File: config.mk
export PLATFORM = sky130hd
export DESIGN_NAME = instruction_mem_loader
export DESIGN_NICKNAME = d
export VERILOG_FILES = /design/src/rtl/instruction_mem_loader_pkg.sv /design/src/rtl/instruction_mem_loader_word_assembler.sv /design/src/rtl/instruction_mem_loader.sv
export SDC_FILE = /design/constraint.sdc
export NUM_CORES = 1
export LEC_CHECK = 0
export BUFFER_PORTS_ARGS = -buffer_cell sky130_fd_sc_hd__buf_2
export CORE_UTILIZATION = 57
export DETAILED_ROUTE_END_ITERATION = 12
export GPL_TIMING_DRIVEN = 0
export PLACE_DENSITY = 0.79
export SETUP_SLACK_MARGIN = 0.5
export SLEW_MARGIN = 20
export SYNTH_ARGS = -nofsm -noshare
export SYNTH_HDL_FRONTEND = slang
export SYNTH_HIERARCHICAL = 1
export SYNTH_SLANG_ARGS = --single-unit
File: constraint.sdc
create_clock -name i_clk -period 2.4 [get_ports i_clk]
set_input_delay 0.24 -clock i_clk [delete_from_list [all_inputs] [get_ports i_clk]]
set_output_delay 0.24 -clock i_clk [all_outputs]
set_load 0.02 [all_outputs]
File: src/rtl/instruction_mem_loader_pkg.sv
// Shared types and constants for the instruction memory boot loader.
package instruction_mem_loader_pkg;

  // Loader frame states: two header bytes, payload, checksum, then a terminal state.
  typedef enum logic [2:0] {
    ST_HDR0,
    ST_HDR1,
    ST_DATA,
    ST_CSUM,
    ST_DONE,
    ST_ERROR
  } state_t;

  // Number of header bytes carrying the little-endian word count.
  localparam int unsigned HDR_BYTES      = 2;
  // Bytes assembled into one instruction word.
  localparam int unsigned BYTES_PER_WORD = 4;
  // Width of the byte-lane counter inside a word.
  localparam int unsigned LANE_W         = $clog2(BYTES_PER_WORD);
  // Width of the word count / word index.
  localparam int unsigned CNT_W          = HDR_BYTES * 8;

  // Byte address of a word index relative to the image base (32-bit wrap-around).
  function automatic logic [31:0] word_byte_addr(input logic [31:0]      base,
                                                 input logic [CNT_W-1:0] idx);
    return base + (32'(idx) << LANE_W);
  endfunction

endpackage

File: src/rtl/instruction_mem_loader_word_assembler.sv
// Collects four little-endian bytes into a 32-bit word and pulses word_valid
// for one cycle in the cycle after the fourth byte is taken.
module word_assembler
  import instruction_mem_loader_pkg::*;
(
  input  logic        i_clk,
  input  logic        i_reset,
  input  logic        i_clear,
  input  logic        i_byte_valid,
  input  logic [7:0]  i_byte,
  output logic        o_last_lane,
  output logic [31:0] o_word,
  output logic        o_word_valid
);

  logic [LANE_W-1:0] r_lane;
  logic [23:0]       r_bytes;
  logic [31:0]       r_word;
  logic              r_word_valid;

  assign o_last_lane  = (r_lane == LANE_W'(BYTES_PER_WORD - 1));
  assign o_word       = r_word;
  assign o_word_valid = r_word_valid;

  // Lane counter and byte shift register; the fourth byte captures the full word.
  always_ff @(posedge i_clk) begin
    if (i_reset) begin
      r_lane       <= '0;
      r_bytes      <= '0;
      r_word       <= '0;
      r_word_valid <= 1'b0;
    end else if (i_clear) begin
      r_lane       <= '0;
      r_bytes      <= '0;
      r_word_valid <= 1'b0;
    end else begin
      r_word_valid <= 1'b0;
      if (i_byte_valid) begin
        r_lane <= r_lane + 1'b1;
        if (o_last_lane) begin
          r_word       <= {i_byte, r_bytes};
          r_word_valid <= 1'b1;
        end else begin
          // Newest byte enters at the top so b0 ends up in the low lane.
          r_bytes <= {i_byte, r_bytes[23:8]};
        end
      end
    end
  end

endmodule

File: src/rtl/instruction_mem_loader.sv
// Boot-time instruction memory loader: parses a framed byte stream (count
// header, little-endian words, 8-bit checksum), writes each word into
// instruction memory and holds the core in reset until the image verifies.
module instruction_mem_loader
  import instruction_mem_loader_pkg::*;
#(
  parameter int unsigned DEPTH_WORDS = 256,
  parameter logic [31:0] BASE_ADDR   = 32'h0000_0000
) (
  input  logic        i_clk,
  input  logic        i_reset,
  input  logic        i_rx_valid,
  input  logic [7:0]  i_rx_data,
  output logic        o_rx_ready,
  input  logic        i_restart,
  output logic        o_imem_we,
  output logic [31:0] o_imem_addr,
  output logic [31:0] o_imem_wdata,
  output logic        o_core_reset,
  output logic        o_done,
  output logic        o_error
);

  state_t           r_state;
  state_t           w_next_state;

  logic [CNT_W-1:0] r_cnt;
  logic [CNT_W-1:0] r_idx;
  logic [7:0]       r_sum;
  logic [31:0]      r_addr;

  logic             w_accept;
  logic [CNT_W-1:0] w_cnt_full;
  logic             w_cnt_ok;
  logic             w_hdr_done;
  logic             w_restart;
  logic             w_last_lane;
  logic             w_word_done;
  logic             w_last_word;
  logic             w_data_byte;
  logic             w_asm_clear;
  logic [31:0]      w_word;
  logic             w_word_valid;

  assign w_accept    = i_rx_valid && o_rx_ready;
  // Header bytes shift in from the top, so after CNT_HI the count is {hi, lo}.
  assign w_cnt_full  = {i_rx_data, r_cnt[CNT_W-1:8]};
  assign w_cnt_ok    = (w_cnt_full != '0) && (32'(w_cnt_full) <= DEPTH_WORDS);
  assign w_hdr_done  = w_accept && (r_state == ST_HDR1);
  assign w_restart   = i_restart && ((r_state == ST_DONE) || (r_state == ST_ERROR));
  assign w_data_byte = w_accept && (r_state == ST_DATA);
  assign w_word_done = w_data_byte && w_last_lane;
  assign w_last_word = ((r_idx + 1'b1) == r_cnt);
  assign w_asm_clear = w_hdr_done || w_restart;

  word_assembler u_word_assembler (
    .i_clk        (i_clk),
    .i_reset      (i_reset),
    .i_clear      (w_asm_clear),
    .i_byte_valid (w_data_byte),
    .i_byte       (i_rx_data),
    .o_last_lane  (w_last_lane),
    .o_word       (w_word),
    .o_word_valid (w_word_valid)
  );

  // State register.
  always_ff @(posedge i_clk) begin
    if (i_reset) begin
      r_state <= ST_HDR0;
    end else begin
      r_state <= w_next_state;
    end
  end

  // Next-state decode from the accepted byte and restart request.
  always_comb begin
    w_next_state = r_state;
    case (r_state)
      ST_HDR0: begin
        if (w_accept) w_next_state = ST_HDR1;
      end
      ST_HDR1: begin
        if (w_accept) w_next_state = w_cnt_ok ? ST_DATA : ST_ERROR;
      end
      ST_DATA: begin
        if (w_word_done && w_last_word) w_next_state = ST_CSUM;
      end
      ST_CSUM: begin
        if (w_accept) w_next_state = (i_rx_data == r_sum) ? ST_DONE : ST_ERROR;
      end
      ST_DONE, ST_ERROR: begin
        if (i_restart) w_next_state = ST_HDR0;
      end
      default: w_next_state = ST_HDR0;
    endcase
  end

  // Status outputs decoded directly from the state register.
  always_comb begin
    o_rx_ready   = 1'b0;
    o_core_reset = 1'b1;
    o_done       = 1'b0;
    o_error      = 1'b0;
    case (r_state)
      ST_HDR0, ST_HDR1, ST_DATA, ST_CSUM: o_rx_ready = 1'b1;
      ST_DONE: begin
        o_core_reset = 1'b0;
        o_done       = 1'b1;
      end
      ST_ERROR: o_error = 1'b1;
      default: ;
    endcase
  end

  // Frame bookkeeping: word count, word index, running checksum and write address.
  always_ff @(posedge i_clk) begin
    if (i_reset) begin
      r_cnt  <= '0;
      r_idx  <= '0;
      r_sum  <= '0;
      r_addr <= BASE_ADDR;
    end else if (w_restart) begin
      r_cnt <= '0;
      r_idx <= '0;
      r_sum <= '0;
    end else if (w_accept) begin
      case (r_state)
        ST_HDR0: r_cnt <= w_cnt_full;
        ST_HDR1: begin
          r_cnt <= w_cnt_full;
          r_idx <= '0;
          r_sum <= '0;
        end
        ST_DATA: begin
          r_sum <= r_sum + i_rx_data;
          // Address is registered alongside the assembled word so both
          // appear in the same cycle as the write strobe.
          if (w_last_lane) begin
            r_addr <= word_byte_addr(BASE_ADDR, r_idx);
            r_idx  <= r_idx + 1'b1;
          end
        end
        default: ;
      endcase
    end
  end

  assign o_imem_we    = w_word_valid;
  assign o_imem_addr  = r_addr;
  assign o_imem_wdata = w_word;

endmodule
==> results of run 1 <==
-- worst max-delay path, delay by kind of cell, from the launching register on --
family                    cells  cell delay, ps
AOI/OAI and AO/OA             3             630
xor gates and xnor gates      2             300
buffers and inverters         1             140
DFF                           1             310
and+or+nand+nor               1             540
-- cell usage in the layout (no fill, tap or decap), types with 4 or more instances in the layout --
master                        n
sky130_fd_sc_hd__dfxtp_1    107
sky130_fd_sc_hd__inv_1        6
sky130_fd_sc_hd__clkinv_4     4
sky130_fd_sc_hd__a22oi_1      8
sky130_fd_sc_hd__clkbuf_1    10
sky130_fd_sc_hd__clkbuf_16   16
sky130_fd_sc_hd__xor2_1       7
sky130_fd_sc_hd__nor2_1      35
sky130_fd_sc_hd__nor4_1       7
sky130_fd_sc_hd__ha_4         5
sky130_fd_sc_hd__conb_1      16
sky130_fd_sc_hd__a21oi_1     65
sky130_fd_sc_hd__dfxtp_2      9
sky130_fd_sc_hd__buf_2       66
sky130_fd_sc_hd__xnor2_1     22
sky130_fd_sc_hd__buf_6       14
sky130_fd_sc_hd__nand2_1    188
sky130_fd_sc_hd__nand3_1      7
sky130_fd_sc_hd__nand2_2     11
sky130_fd_sc_hd__a21oi_2     48
sky130_fd_sc_hd__buf_4       46
sky130_fd_sc_hd__clkbuf_2     4
sky130_fd_sc_hd__clkbuf_4     5
sky130_fd_sc_hd__nor2_2       7
sky130_fd_sc_hd__nor3_1       9
sky130_fd_sc_hd__inv_6        4
sky130_fd_sc_hd__o21ai_0     10
sky130_fd_sc_hd__nor4_4       4
-- cell type report --
type,instances,area [um2],share of cell area
Multi-Input combinational cell,524,3231,0.4361
Clock inverter,15,193.9,0.02618
Buffer,65,500.5,0.06756
Sequential cell,118,2381,0.3214
Timing Repair Buffer,86,489.2,0.06604
Inverter,8,32.53,0.004391
Clock buffer,17,414.1,0.05590
Tap cell,133,166.4,0.02246
-- how the worst max path moves through the flow --
stage | endpoint | cells after the start
6_report | r_state[0] | 7
5_1_grt | r_state[0] | 7
3_5_place_dp | r_sum[0] | 7
4_1_cts | r_state[0] | 7
2_1_floorplan | r_state[0] | 7
3_3_place_gp | r_state[0] | 7
-- synth_stat cells (3+ instances only) --
cell / instances / area share
sky130_fd_sc_hd__nor4_1: 8 / 0.0088
sky130_fd_sc_hd__a22oi_1: 8 / 0.011
sky130_fd_sc_hd__a31oi_1: 3 / 0.0033
sky130_fd_sc_hd__nor2_1: 39 / 0.026
sky130_fd_sc_hd__nor3_1: 9 / 0.0079
sky130_fd_sc_hd__inv_1: 6 / 0.0039
sky130_fd_sc_hd__a21oi_1: 67 / 0.059
sky130_fd_sc_hd__dfxtp_1: 118 / 0.41
sky130_fd_sc_hd__nand4_1: 3 / 0.0033
sky130_fd_sc_hd__nor2_2: 3 / 0.0033
sky130_fd_sc_hd__buf_4: 21 / 0.028
sky130_fd_sc_hd__nand2b_1: 4 / 0.0044
sky130_fd_sc_hd__xor2_1: 7 / 0.011
sky130_fd_sc_hd__nand4b_1: 3 / 0.0046
sky130_fd_sc_hd__buf_6: 6 / 0.012
sky130_fd_sc_hd__buf_1: 4 / 0.0026
sky130_fd_sc_hd__o211ai_1: 3 / 0.0039
sky130_fd_sc_hd__clkbuf_1: 17 / 0.011
sky130_fd_sc_hd__nand3_1: 7 / 0.0061
sky130_fd_sc_hd__o21ai_0: 10 / 0.0088
sky130_fd_sc_hd__ha_1: 9 / 0.020
sky130_fd_sc_hd__nand2_2: 10 / 0.011
sky130_fd_sc_hd__nand2_1: 189 / 0.12
sky130_fd_sc_hd__or4_1: 4 / 0.0053
sky130_fd_sc_hd__buf_2: 13 / 0.011
sky130_fd_sc_hd__xnor2_1: 24 / 0.037
sky130_fd_sc_hd__a21oi_2: 47 / 0.072
sky130_fd_sc_hd__nand3b_1: 3 / 0.0039
sky130_fd_sc_hd__nor4_2: 3 / 0.0066
sky130_fd_sc_hd__nor2b_1: 5 / 0.0055
sky130_fd_sc_hd__o21ai_1: 3 / 0.0026
-- power by group through the flow --
stage / Clock [mW] / Combinational (mW) / Sequential [mW]
global route: 2.71 / 0.459 / 2.02
detailed placement: 0 / 0.365 / 2.06
finish: 2.58 / 0.427 / 2.02
CTS: 2.59 / 0.396 / 2.02
floorplan: 0 / 0.278 / 2.05
global placement: 0 / 0.356 / 2.06
-- per-layer routing --
layer  up-vias  routed length (um)  track usage
met3        53                 866      0.05814
li1       2570                   -            -
met4         0                 538       0.1176
met2       240                7597       0.4698
met1      2557                6513       0.3691
met5         -                   0            0
-- flip-flops by register name, indices dropped and copies added (netlist names), 2 cells and up --
register,flops
u_word_assembler/r_lane,2
r_idx,16
r_cnt,16
r_state,3
u_word_assembler/o_word,32
o_imem_addr,16
r_sum,8
u_word_assembler/r_bytes,24
-- kinds of logic after synthesis --
| group | count (synthesis) | synth area share |
|---|---|---|
| other | 1 | 0.0006563 |
| DFF | 118 | 0.4134 |
| AOI/OAI and AO/OA | 157 | 0.1837 |
| adders and majority gates | 10 | 0.02321 |
| buffers and inverters | 73 | 0.07992 |
| and+or+nand+nor | 307 | 0.2461 |
| xor gates and xnor gates | 31 | 0.04751 |
| muxes | 3 | 0.005474 |
-- what timing repair did --
item                       CTS  global route
gates resized for setup     51            37
setup buffers               12             9
pin swaps                   18            17
cloned                       0             1
setup endpoints to repair   82            82
==> reports/summary.log, run 1 <==
qor: run_status.run_status complete, no violations
qor: layout.flow.area_growth_from_synthesis 29.65%
qor: route.drtPass1Iterations 5
qor: job.drv_cap 0
qor: yosys.ys_seq_area_frac 0.4134
qor: critical_path.crit_chain buf_6 > xnor2_4 > xor2_1 > or4_4 > a221oi_4 > a41oi_2 > o21ai_1
qor: clocking.ctsHtreeMaxLevel 4
qor: die.pin_count 81
qor: power_and_ir_drop.power-per-cell-area 678.9 nW/um2
qor: power_and_ir_drop.power.leakage 2.875 nW
qor: layout.finish.instance_area 7408 um2
qor: clocking.clkSlewWorstSetupHoldPaths 60 ps
qor: clocking.cts_hold_buf 0
qor: power_and_ir_drop.netsw 1.279 mW
qor: timing.period_utilization_post_route 0.8270
qor: route.vias_per_cell 5.611
qor: yosys.netlist_area 5714 um2
qor: layout.fillers 682
qor: critical_path.endpoint_kind flop
qor: route.initialDrtViolationCount 390
qor: placement.dp_worst_slack 143.1 ps
qor: route.antenna_violating_nets_post_route 0
qor: placement.port_buffers 64
qor: timing.fin_setup_tns 0 ps
qor: hold_path.hold-path-cell-count 3
qor: grt.largest_net_degree_at_the_start_of_global_routing 17
qor: timing.max_freq 503.8 MHz
qor: layout.drive_gt1_frac 0.3433
qor: critical_path.crit-reg2reg-capture r_state[0]
qor: timing.timing.slew.headroom 0.5339
qor: clocking.cts_inserted_buffers 17
qor: grt.grt_pass1_wl 23.14 mm
qor: critical_path.critPathSlowestCell sky130_fd_sc_hd__or4_4
qor: grt.grt_remaining_overflow 0
qor: critical_path.critical_path.startpoint r_idx[11]
qor: grt.grt_pass1_vias 4941
qor: critical_path.r2r_slack 420 ps
qor: critical_path.cp_slowest_stage_delay 540 ps
qor: route.wl_per_cell 16.06 um
qor: timing.worst_slack 415.2 ps
qor: power_and_ir_drop.p_clk_frac 0.513
qor: hold_path.worstHoldPathType primary input to flop
qor: route.finalWirelength 15.52 mm
qor: power_and_ir_drop.switch_share 0.2543
qor: critical_path.top_fanout_value_on_the_critical_path 8
qor: power_and_ir_drop.worst_ir_drop_on_vdd 0.4596 mV
qor: timing.timing.final.setup_violations 0
qor: placement.post-dp-hpwl 9.839 mm
qor: route.post-route-drc-count 0
qor: critical_path.reg2regPathDepth 7
qor: grt.grt_antenna_before_repair 0
qor: layout.finish.net_count 842
qor: route.via_count 5420
qor: yosys.synth-main-ff-cell sky130_fd_sc_hd__dfxtp_1
qor: yosys.syn_area_per_cell 8.163 um2
qor: placement.placedCellCount 912
qor: die.initial_core_util 0.5873
qor: hold_path.worstHoldStart i_rx_data[6]
qor: yosys.synth.distinct_cells 65
qor: layout.final_cell_count_no_fill 966
qor: clocking.clk-insertion-delay-late 520 ps
qor: yosys.yosysWarningCount 6
qor: placement.place_congestion 0.8930
qor: hold_path.timing.hold.worst_endpoint u_word_assembler/r_bytes[22]
qor: timing.grt_setup_unrepaired yes
qor: layout.final_util 0.7614
qor: die.dieArea 10430 um2
qor: clocking.cts.root.buffer_cell sky130_fd_sc_hd__clkbuf_8
qor: timing.layout_min_cycle_time 1985 ps
qor: power_and_ir_drop.power_report.internal_total 3.751 mW
qor: clocking.cts_tree built
qor: clocking.cts_buffer_depth 2
qor: placement.postPlaceCellArea 6300 um2
qor: power_and_ir_drop.total_power 5.030 mW
qor: timing.hold_viol_final 0
qor: critical_path.worst-setup-path-type flop to flop
qor: yosys.syn_inst 700
qor: critical_path.critPathRequiredTime 2850 ps
qor: timing.timing.clock.skew 8.898 ps
qor: critical_path.timing.critical_path.from_type flop
qor: critical_path.reg2reg_from r_idx[11]
qor: grt.grtUsageTotal 0.2867
qor: die.floorplan.rows 36
qor: yosys.synth_edf_count 0
qor: timing.worst_slew_pin_slew 699.1 ps
qor: clocking.cts_num_sinks 118
qor: power_and_ir_drop.power.combinational.fraction 0.085
qor: layout.antenna-diode-count 0
qor: yosys.postSynthRegisterBits 118
qor: critical_path.cp_data_arrival_time 2440 ps
qor: die.die-width 102.1 um
qor: timing.whs 41.78 ps
qor: yosys.synth_async_sr_flop_share 0
qor: timing.drv_slew 0
qor: die.core-area 9729 um2
qor: die.die_h 102.1 um
qor: power_and_ir_drop.portion_of_total_power_attributed_to_sequential_cells 0.402
Note: power is estimated with default switching activity, not from simulation.
==> run 2: changes to the inputs <==
--- a/config.mk
+++ b/config.mk
@@ -6,10 +6,10 @@
 export NUM_CORES = 1
 export LEC_CHECK = 0
 export BUFFER_PORTS_ARGS = -buffer_cell sky130_fd_sc_hd__buf_2
-export CORE_UTILIZATION = 57
+export CORE_UTILIZATION = 52
 export DETAILED_ROUTE_END_ITERATION = 12
 export GPL_TIMING_DRIVEN = 0
-export PLACE_DENSITY = 0.79
+export PLACE_DENSITY = 0.76
 export SETUP_SLACK_MARGIN = 0.5
 export SLEW_MARGIN = 20
 export SYNTH_ARGS = -nofsm -noshare
==> constraint.sdc (replaced) <==
create_clock -name i_clk -period 1.65 [get_ports i_clk]
set_input_delay 0.165 -clock i_clk [delete_from_list [all_inputs] [get_ports i_clk]]
set_output_delay 0.165 -clock i_clk [all_outputs]
set_load 0.02 [all_outputs]
==> reports/summary.log, run 2 <==
qor: run_status.run_status did not finish
qor: run_status.stop_stage global routing (5_1_grt)
qor: run_status.error [ERROR DPL-0038] Utilization greater than 100%, impossible to legalize
qor: yosys.biggest_area_contributors_in_the_synthesized_netlist sky130_fd_sc_hd__dfxtp_1 41%, sky130_fd_sc_hd__nand2_1 12%, sky130_fd_sc_hd__a21oi_2 7.2%, sky130_fd_sc_hd__a21oi_1 5.9%, sky130_fd_sc_hd__xnor2_1 3.7%
qor: yosys.yosysWarningCount 6 [unchanged]
qor: clocking.cts_num_sinks 118 [unchanged]
qor: placement.placedCellCount 915 [+0.33%]
qor: yosys.synth_edf_count 0 [unchanged]
qor: yosys.synth-main-ff-cell sky130_fd_sc_hd__dfxtp_1
qor: yosys.synth_commonest_cells 189 x sky130_fd_sc_hd__nand2_1, 118 x sky130_fd_sc_hd__dfxtp_1, 67 x sky130_fd_sc_hd__a21oi_1
qor: grt.largest_net_degree_at_the_start_of_global_routing 17
qor: yosys.postSynthRegisterBits 118 [unchanged]
qor: clocking.cts_inserted_buffers 17 [unchanged]
qor: die.pin_count 81 [unchanged]
qor: yosys.syn_area_per_cell 8.163 um2 [unchanged]
qor: clocking.cts.root.buffer_cell sky130_fd_sc_hd__clkbuf_8
qor: yosys.synth.distinct_cells 65 [unchanged]
qor: placement.postPlaceCellArea 6633 um2 [+5.3%]
qor: placement.post-dp-hpwl 10.03 mm [+1.9%]
qor: placement.place_congestion 0.8632 [-3.3%]
qor: timing.timing.worst_endpoint.kind sequential cell input
qor: placement.port_buffers 64 [unchanged]
qor: yosys.synth_top_cell_area_share 0.4134 [unchanged]
qor: timing.grt_worst_setup_endpoint r_state[0]$_SDFFE_PP0P_/D
qor: die.die-width 106.8 um [+4.6%]
qor: yosys.ys_seq_area_frac 0.4134 [unchanged]
qor: yosys.synth_area_leader_cell sky130_fd_sc_hd__dfxtp_1
qor: die.floorplan.rows 37 [+2.8%]
qor: die.die_h 106.8 um [+4.6%]
qor: clocking.ctsHtreeMaxLevel 4 [unchanged]
qor: yosys.synthMostInstantiatedCell sky130_fd_sc_hd__nand2_1
qor: clocking.cts_buffer_depth 2 [unchanged]
qor: die.initial_core_util 0.5438 [-0.04356]
qor: yosys.synth_async_sr_flop_share 0 [unchanged]
qor: yosys.netlist_area 5714 um2 [unchanged]
qor: yosys.syn_inst 700 [unchanged]
-- run 2: cell counts after synthesis --
Identical to the previous run, type by type.
-- run 2: timing repair --
item	CTS
endpoints found under the hold margin	24
cloned	17
setup buffers	77
pin swaps	95
setup endpoints to repair	171
hold buffers	8
resized for setup	395
-- run 2: kinds of logic after synthesis --
group / after synthesis / synth area share
other: 1 / 0.0006563
buffers and inverters: 73 / 0.07992
AOI/OAI and AO/OA: 157 / 0.1837
adders and majority gates: 10 / 0.02321
muxes: 3 / 0.005474
DFF: 118 / 0.4134
and+or+nand+nor: 307 / 0.2461
xor gates and xnor gates: 31 / 0.04751
-- run 2: stage by stage --
step,worst slack (ps),util,hold slack (ps)
floorplan,-230.2,-,291.2
global placement,-478.0,0.6311,439.8
detailed placement,-544.2,0.6311,445.7
CTS,-359.1,0.9068,25.11
==> run 3: changes to the inputs <==
--- a/config.mk
+++ b/config.mk
@@ -6,11 +6,10 @@
 export NUM_CORES = 1
 export LEC_CHECK = 0
 export BUFFER_PORTS_ARGS = -buffer_cell sky130_fd_sc_hd__buf_2
-export CORE_UTILIZATION = 52
+export CORE_UTILIZATION = 40
 export DETAILED_ROUTE_END_ITERATION = 12
 export GPL_TIMING_DRIVEN = 0
-export PLACE_DENSITY = 0.76
-export SETUP_SLACK_MARGIN = 0.5
+export PLACE_DENSITY_LB_ADDON = 0.15
 export SLEW_MARGIN = 20
 export SYNTH_ARGS = -nofsm -noshare
 export SYNTH_HDL_FRONTEND = slang
==> constraint.sdc (replaced) <==
create_clock -name i_clk -period 2.1 [get_ports i_clk]
set_input_delay 0.21 -clock i_clk [delete_from_list [all_inputs] [get_ports i_clk]]
set_output_delay 0.21 -clock i_clk [all_outputs]
set_load 0.02 [all_outputs]
==> reports/summary.log, run 3 (synthesis results as in run 1) <==
qor: power_and_ir_drop.p_clk_frac 0.521
qor: layout.finish.instance_area 7191 um2
qor: route.post-route-drc-count 0
qor: layout.finish.net_count 831
qor: layout.final_util 0.5160
qor: timing.fin_setup_tns -58.66 ps
qor: route.via_count 5070
qor: clocking.cts_tree built
qor: layout.final_common_cell sky130_fd_sc_hd__nand2_1
qor: route.drtPass1Iterations 5
qor: timing.grt_setup_unrepaired yes
qor: grt.grt_antenna_before_repair 0
qor: clocking.cts_num_sinks 118 [unchanged]
qor: route.initialDrtViolationCount 243
qor: critical_path.cp_slowest_stage_delay 580 ps
qor: die.core-area 13930 um2
qor: power_and_ir_drop.worst_ir_drop_on_vdd 0.4978 mV
qor: job.drv_cap 0
qor: power_and_ir_drop.power.leakage 2.781 nW
qor: power_and_ir_drop.power-per-cell-area 798.6 nW/um2
qor: timing.worst_slew_pin_slew 716.3 ps
qor: die.dieArea 14770 um2
qor: layout.flow.area_growth_from_synthesis 25.84%
qor: die.die-width 121.5 um [+14%]
qor: timing.worst_slack -57.08 ps
qor: critical_path.critPathRequiredTime 2450 ps
qor: critical_path.top_fanout_value_on_the_critical_path 6
qor: clocking.cts.root.buffer_cell sky130_fd_sc_hd__clkbuf_16
qor: layout.largest_reg_flops 32
qor: placement.placedCellCount 959 [+4.8%]
qor: run_status.run_status finished, violations left
qor: timing.period_utilization_post_route 1.027
qor: clocking.clk-insertion-delay-late 420 ps
qor: timing.timing.final.setup_violations 2
qor: layout.final_cell_count_no_fill 1002
qor: layout.most_frequent_cells_in_the_layout 188 x sky130_fd_sc_hd__nand2_1, 114 x sky130_fd_sc_hd__dfxtp_1, 72 x sky130_fd_sc_hd__buf_2
qor: route.finalWirelength 14.41 mm
qor: route.wl_per_cell 14.38 um
qor: die.die_h 121.5 um [+14%]
qor: clocking.cts_hold_buf 0 [-8]
qor: clocking.cts_inserted_buffers 17 [unchanged]
qor: die.floorplan.rows 43 [+16%]
qor: hold_path.worstHoldPathType primary input to flop
qor: route.antenna_violating_nets_post_route 0
qor: power_and_ir_drop.netsw 1.310 mW
qor: critical_path.endpoint_kind flop
qor: clocking.ctsHtreeMaxLevel 4 [unchanged]
qor: layout.antenna-diode-count 0
qor: grt.grt_remaining_overflow 0
qor: grt.grt_pass1_wl 22.89 mm
qor: clocking.cts_buffer_depth 2 [unchanged]
qor: power_and_ir_drop.total_power 5.743 mW
qor: critical_path.cp_top_delay_family simple AND/OR/NAND/NOR gates
qor: critical_path.critPathSlowestCell sky130_fd_sc_hd__or4_4
qor: layout.drive_gt1_frac 0.3029
qor: timing.drv_slew 0
qor: timing.max_freq 463.6 MHz
qor: timing.hold_viol_final 0
qor: critical_path.cp_num_buf_inv 0
qor: placement.postPlaceCellArea 6316 um2 [-4.8%]
qor: timing.timing.slew.headroom 0.5193
qor: critical_path.timing.critical_path.from_type flop
qor: run_status.violations_in_the_final_reports setup timing
qor: timing.timing.clock.skew 7.860 ps
qor: die.initial_core_util 0.4101 [-0.1337]
qor: grt.grt_pass1_vias 4614
qor: power_and_ir_drop.portion_of_total_power_attributed_to_sequential_cells 0.402
qor: placement.post-dp-hpwl 10.13 mm [+1.1%]
qor: critical_path.crit_chain ha_4 > nand3_4 > or4_4 > xnor2_1 > nor4_2 > a41oi_2 > o21ai_1
qor: power_and_ir_drop.power.combinational.fraction 0.077
qor: placement.port_buffers 64 [unchanged]
qor: route.vias_per_cell 5.060
qor: placement.place_congestion 0.8444 [-2.2%]
qor: critical_path.worst-setup-path-type flop to flop
qor: timing.layout_min_cycle_time 2157 ps
qor: grt.largest_net_degree_at_the_start_of_global_routing 17
qor: clocking.clkSlewWorstSetupHoldPaths 60 ps
qor: power_and_ir_drop.switch_share 0.2281
qor: power_and_ir_drop.power_report.internal_total 4.433 mW
qor: critical_path.cp_data_arrival_time 2510 ps
qor: grt.grtUsageTotal 0.2011
qor: die.pin_count 81 [unchanged]
## run 3: per-layer routing
metal  GRT usage  vias up  share of wire
li1            -     2546              -
met3     0.04417       14          0.036
met4     0.08565        0          0.014
met5           0        -              0
met2      0.3203      113           0.47
met1      0.2612     2397           0.48
## run 3: tightest hold or removal path, stage by stage
cell                      delay [ps]
sky130_fd_sc_hd__buf_2           150
sky130_fd_sc_hd__nand2_1          70
sky130_fd_sc_hd__a21oi_1          50
## run 3: final timing paths
path         cells past startpoint  slack, ps                     endpoint                   startpoint
min reg2reg                      2        450  u_word_assembler/o_word[31]  u_word_assembler/o_word[31]
max                              7        -60                   r_state[0]                     r_idx[1]
max reg2reg                      7        -60                   r_state[0]                     r_idx[1]
min                              3        110                    r_cnt[14]                 i_rx_data[6]
## run 3: area by class of cell
type / count / area, um2
Fill cell: 1339 / 6744
Multi-Input combinational cell: 524 / 3100
Sequential cell: 118 / 2370
Clock buffer: 22 / 454.2
Buffer: 64 / 445.4
Timing Repair Buffer: 76 / 410.4
Tap cell: 180 / 225.2
Clock inverter: 10 / 152.6
Inverter: 8 / 32.53
## run 3: timing repair
item / 4_1_cts / 5_1_grt
gates resized for setup: 20 / 26
buffers inserted: 1 / 11
endpoints found under the setup margin: 20 / 38
pin swaps: 5 / 10
hold endpoints to repair: 0 / 0
## run 3: power groups by stage
stage | clock network [mW] | registers [mW] | logic [mW]
2_1_floorplan | 0 | 2.34 | 0.314
3_3_place_gp | 0 | 2.35 | 0.411
3_5_place_dp | 0 | 2.35 | 0.416
4_1_cts | 3.05 | 2.31 | 0.431
5_1_grt | 3.16 | 2.31 | 0.486
6_report | 2.99 | 2.31 | 0.444
## run 3: per-stage QoR
stage          worst slack, ps  hold WS (ps)
2_1_floorplan            83.62         343.8
3_3_place_gp            -323.3         442.2
3_5_place_dp            -322.3         445.4
4_1_cts                  10.01         85.12
5_1_grt                 -116.3         99.37
6_report                -57.08         105.4
==> run 4: changes to the inputs <==
--- a/config.mk
+++ b/config.mk
@@ -6,7 +6,7 @@
 export NUM_CORES = 1
 export LEC_CHECK = 0
 export BUFFER_PORTS_ARGS = -buffer_cell sky130_fd_sc_hd__buf_2
-export CORE_UTILIZATION = 40
+export CORE_UTILIZATION = 55
 export DETAILED_ROUTE_END_ITERATION = 12
 export GPL_TIMING_DRIVEN = 0
 export PLACE_DENSITY_LB_ADDON = 0.15
==> reports/summary.log, run 4 (synthesis results as in run 1) <==
qor: run_status.run_status complete, no violations
qor: route.m1WireLength 6.300 mm [-8.4%]
qor: grt.grt_antenna_before_repair 0 [unchanged]
qor: route.vias_per_cell 5.524 [+9.2%]
qor: critical_path.timing.critical_path.from_type primary input
qor: layout.most_frequent_cells_in_the_layout 188 x sky130_fd_sc_hd__nand2_1, 113 x sky130_fd_sc_hd__dfxtp_1, 72 x sky130_fd_sc_hd__buf_2
qor: route.wl_per_cell 14.98 um [+4.2%]
qor: critical_path.reg2regPathDepth 7 [unchanged]
qor: timing.hold_viol_final 0 [unchanged]
qor: timing.worst_slack 54.90 ps [+112.0 ps]
qor: critical_path.endpoint_kind flop
qor: critical_path.crit-reg2reg-capture r_state[0]
qor: die.floorplan.rows 36 [-16%]
qor: route.amount_of_wire_on_met2_after_detailed_routing 6.799 mm [-0.29%]
qor: power_and_ir_drop.worst_ir_drop_on_vdd 0.4757 mV [-4.4%]
qor: route.drtPass1Iterations 5 [unchanged]
qor: route.top_layer_used met4
qor: timing.timing.clock.skew 7.633 ps [-0.2266 ps]
qor: power_and_ir_drop.power_report.internal_total 4.396 mW [-0.81%]
qor: timing.max_freq 489.0 MHz [+5.5%]
qor: grt.grt_pass1_wl 22.96 mm [+0.30%]
qor: die.initial_core_util 0.5766 [+0.1666]
qor: placement.place_congestion 0.8901 [+5.4%]
qor: timing.timing.slew.headroom 0.5283 [+0.009050]
qor: power_and_ir_drop.portion_of_total_power_attributed_to_sequential_cells 0.405 [+0.003]
qor: layout.final_common_cell sky130_fd_sc_hd__nand2_1
qor: timing.layout_min_cycle_time 2045 ps [-112.0 ps]
qor: power_and_ir_drop.switch_share 0.2287 [+0.0005849]
qor: layout.largest_reg_flops 32 [unchanged]
qor: clocking.cts_inserted_buffers 17 [unchanged]
qor: hold_path.worstHoldStart i_rx_data[4]
qor: critical_path.r2r_slack 70 ps [+130 ps]
qor: route.met3WireLength 872 um [+70%]
qor: grt.grt_remaining_overflow 0 [unchanged]
qor: critical_path.crit_chain dlygate4sd3_1 > buf_4 > ha_2 > a21oi_4 > o21ai_2 > a2111oi_4 > nor3b_2 > or4_1 > a31oi_1
qor: grt.grt_pass1_vias 4736 [+2.6%]
qor: critical_path.worst-setup-path-type primary input to flop
qor: clocking.cts_tree built
qor: power_and_ir_drop.netsw 1.304 mW [-0.48%]
qor: critical_path.top_fanout_value_on_the_critical_path 5 [-1]
qor: placement.post-dp-hpwl 9.889 mm [-2.4%]
qor: layout.antenna-diode-count 0 [unchanged]
qor: die.die_h 103.9 um [-14%]
qor: critical_path.critPathRequiredTime 2550 ps [+100 ps]
qor: timing.worst_slew_pin_slew 707.5 ps [-8.769 ps]
qor: layout.drive_gt1_frac 0.2976 [-0.005359]
qor: clocking.clk-insertion-delay-late 530 ps [+110 ps]
qor: clocking.clkSlewWorstSetupHoldPaths 50 ps [about the same]
qor: layout.flow.area_growth_from_synthesis 25.62%
qor: die.dieArea 10800 um2 [-27%]
qor: power_and_ir_drop.power.combinational.fraction 0.082 [+0.005]
qor: die.pin_count 81 [unchanged]
qor: job.drv_cap 0 [unchanged]
qor: layout.final_util 0.7244 [+0.2083]
qor: route.via_count 5264 [+3.8%]
qor: layout.finish.net_count 830 [-0.12%]
qor: route.finalWirelength 14.28 mm [-0.93%]
qor: placement.dp_worst_slack -336.2 ps [-13.90 ps]
qor: power_and_ir_drop.power.leakage 2.749 nW [-1.2%]
qor: clocking.ctsHtreeMaxLevel 4 [unchanged]
qor: power_and_ir_drop.power-per-cell-area 794.1 nW/um2 [-0.57%]
qor: hold_path.hold-path-cell-count 3 [unchanged]
qor: layout.fillers 767 [-43%]
qor: hold_path.timing.hold.worst_endpoint r_cnt[12]
qor: critical_path.cp_slowest_stage_delay 540 ps [-40 ps]
qor: route.antenna_violating_nets_post_route 0 [unchanged]
qor: route.initialDrtViolationCount 347 [+43%]
qor: critical_path.reg2reg_from r_idx[1]
qor: timing.whs 24.51 ps [-80.90 ps]
qor: die.core-area 9910 um2 [-29%]
qor: clocking.cts_buffer_depth 2 [unchanged]
qor: power_and_ir_drop.p_clk_frac 0.514 [-0.007]
qor: grt.largest_net_degree_at_the_start_of_global_routing 17 [unchanged]
qor: hold_path.worstHoldPathType primary input to flop
qor: route.post-route-drc-count 0 [unchanged]
qor: timing.period_utilization_post_route 0.9739 [-0.05332]
qor: placement.placedCellCount 912 [-4.9%]
qor: critical_path.critPathSlowestCell sky130_fd_sc_hd__dlygate4sd3_1
qor: placement.port_buffers 64 [unchanged]
qor: die.die-width 103.9 um [-14%]
qor: timing.timing.final.setup_violations 0 [-2]
qor: layout.final_cell_count_no_fill 953 [-4.9%]
qor: grt.grtUsageTotal 0.2676 [+0.06646]
qor: critical_path.cp_data_arrival_time 2500 ps [about the same]
qor: clocking.cts_num_sinks 118 [unchanged]
qor: clocking.cts.root.buffer_cell sky130_fd_sc_hd__clkbuf_8
qor: timing.drv_slew 0 [unchanged]
-- run 4: changes by cell type in the layout (fill, tap and decap cells not counted), sizes merged --
cell,change
bufinv,-1
clkinv,-2
clkinvlp,+1
buf,-9
dlygate4sd3,+9
-- run 4: final cells by class --
class	count	area, um2	area share
buffer	65	454.2	0.06327
clock buffer	23	486.7	0.06781
clock inverter	8	120.1	0.01673
inverter	8	32.53	0.004532
multi-input combinational	524	3124	0.4352
sequential	118	2371	0.3303
tap	133	166.4	0.02318
timing repair buffer	74	422.9	0.05892
-- run 4: how the worst max path moves through the flow --
stage | from | slack (ps) | endpoint | cells past startpoint
after detailed placement | r_idx[1] | -340 | r_state[0] | 7
final | i_rx_data[0] | 50 | r_sum[7] | 9
after global placement | r_idx[1] | -310 | r_state[0] | 7
after CTS | r_idx[1] | -30 | r_state[0] | 7
after global routing | i_rx_data[0] | -40 | r_sum[7] | 9
after floorplan | r_idx[1] | 80 | r_state[0] | 7
-- run 4: worst max-delay path, delay by kind of cell --
family                     cells  cell delay, ps
AOI/OAI and AO/OA              4             780
adders and majority gates      1             220
buffers and inverters          2             710
and+or+nand+nor                2             570
-- run 4: power groups by stage --
stage	logic, mW	clock network [mW]	registers, mW
after detailed placement	0.414	0	2.35
after global routing	0.503	3.09	2.31
after global placement	0.404	0	2.35
final	0.465	2.93	2.31
after floorplan	0.314	0	2.34
after CTS	0.439	2.97	2.31
-- run 4: what timing repair did --
action,in CTS,in global routing
endpoints found under the hold margin,15,1
pin swaps,3,8
buffers inserted,0,1
gates resized for setup,16,38
hold buffers,8,1
endpoints found under the setup margin,14,16
-- run 4: metrics by stage --
stage	TNS [ps]	instance area, um2	power (mW)
floorplan	0	5771	2.656
global placement	-1877	6257	2.756
detailed placement	-2445	6257	2.768
CTS	-28.70	7008	5.712
global route	-38.16	7178	5.898
finish	0	7178	5.700
-- run 4: per-layer routing --
layer,track usage,up-vias
li1,-,2541
met1,0.3479,2482
met2,0.4229,207
met3,0.06955,34
met4,0.1082,0
met5,0,-
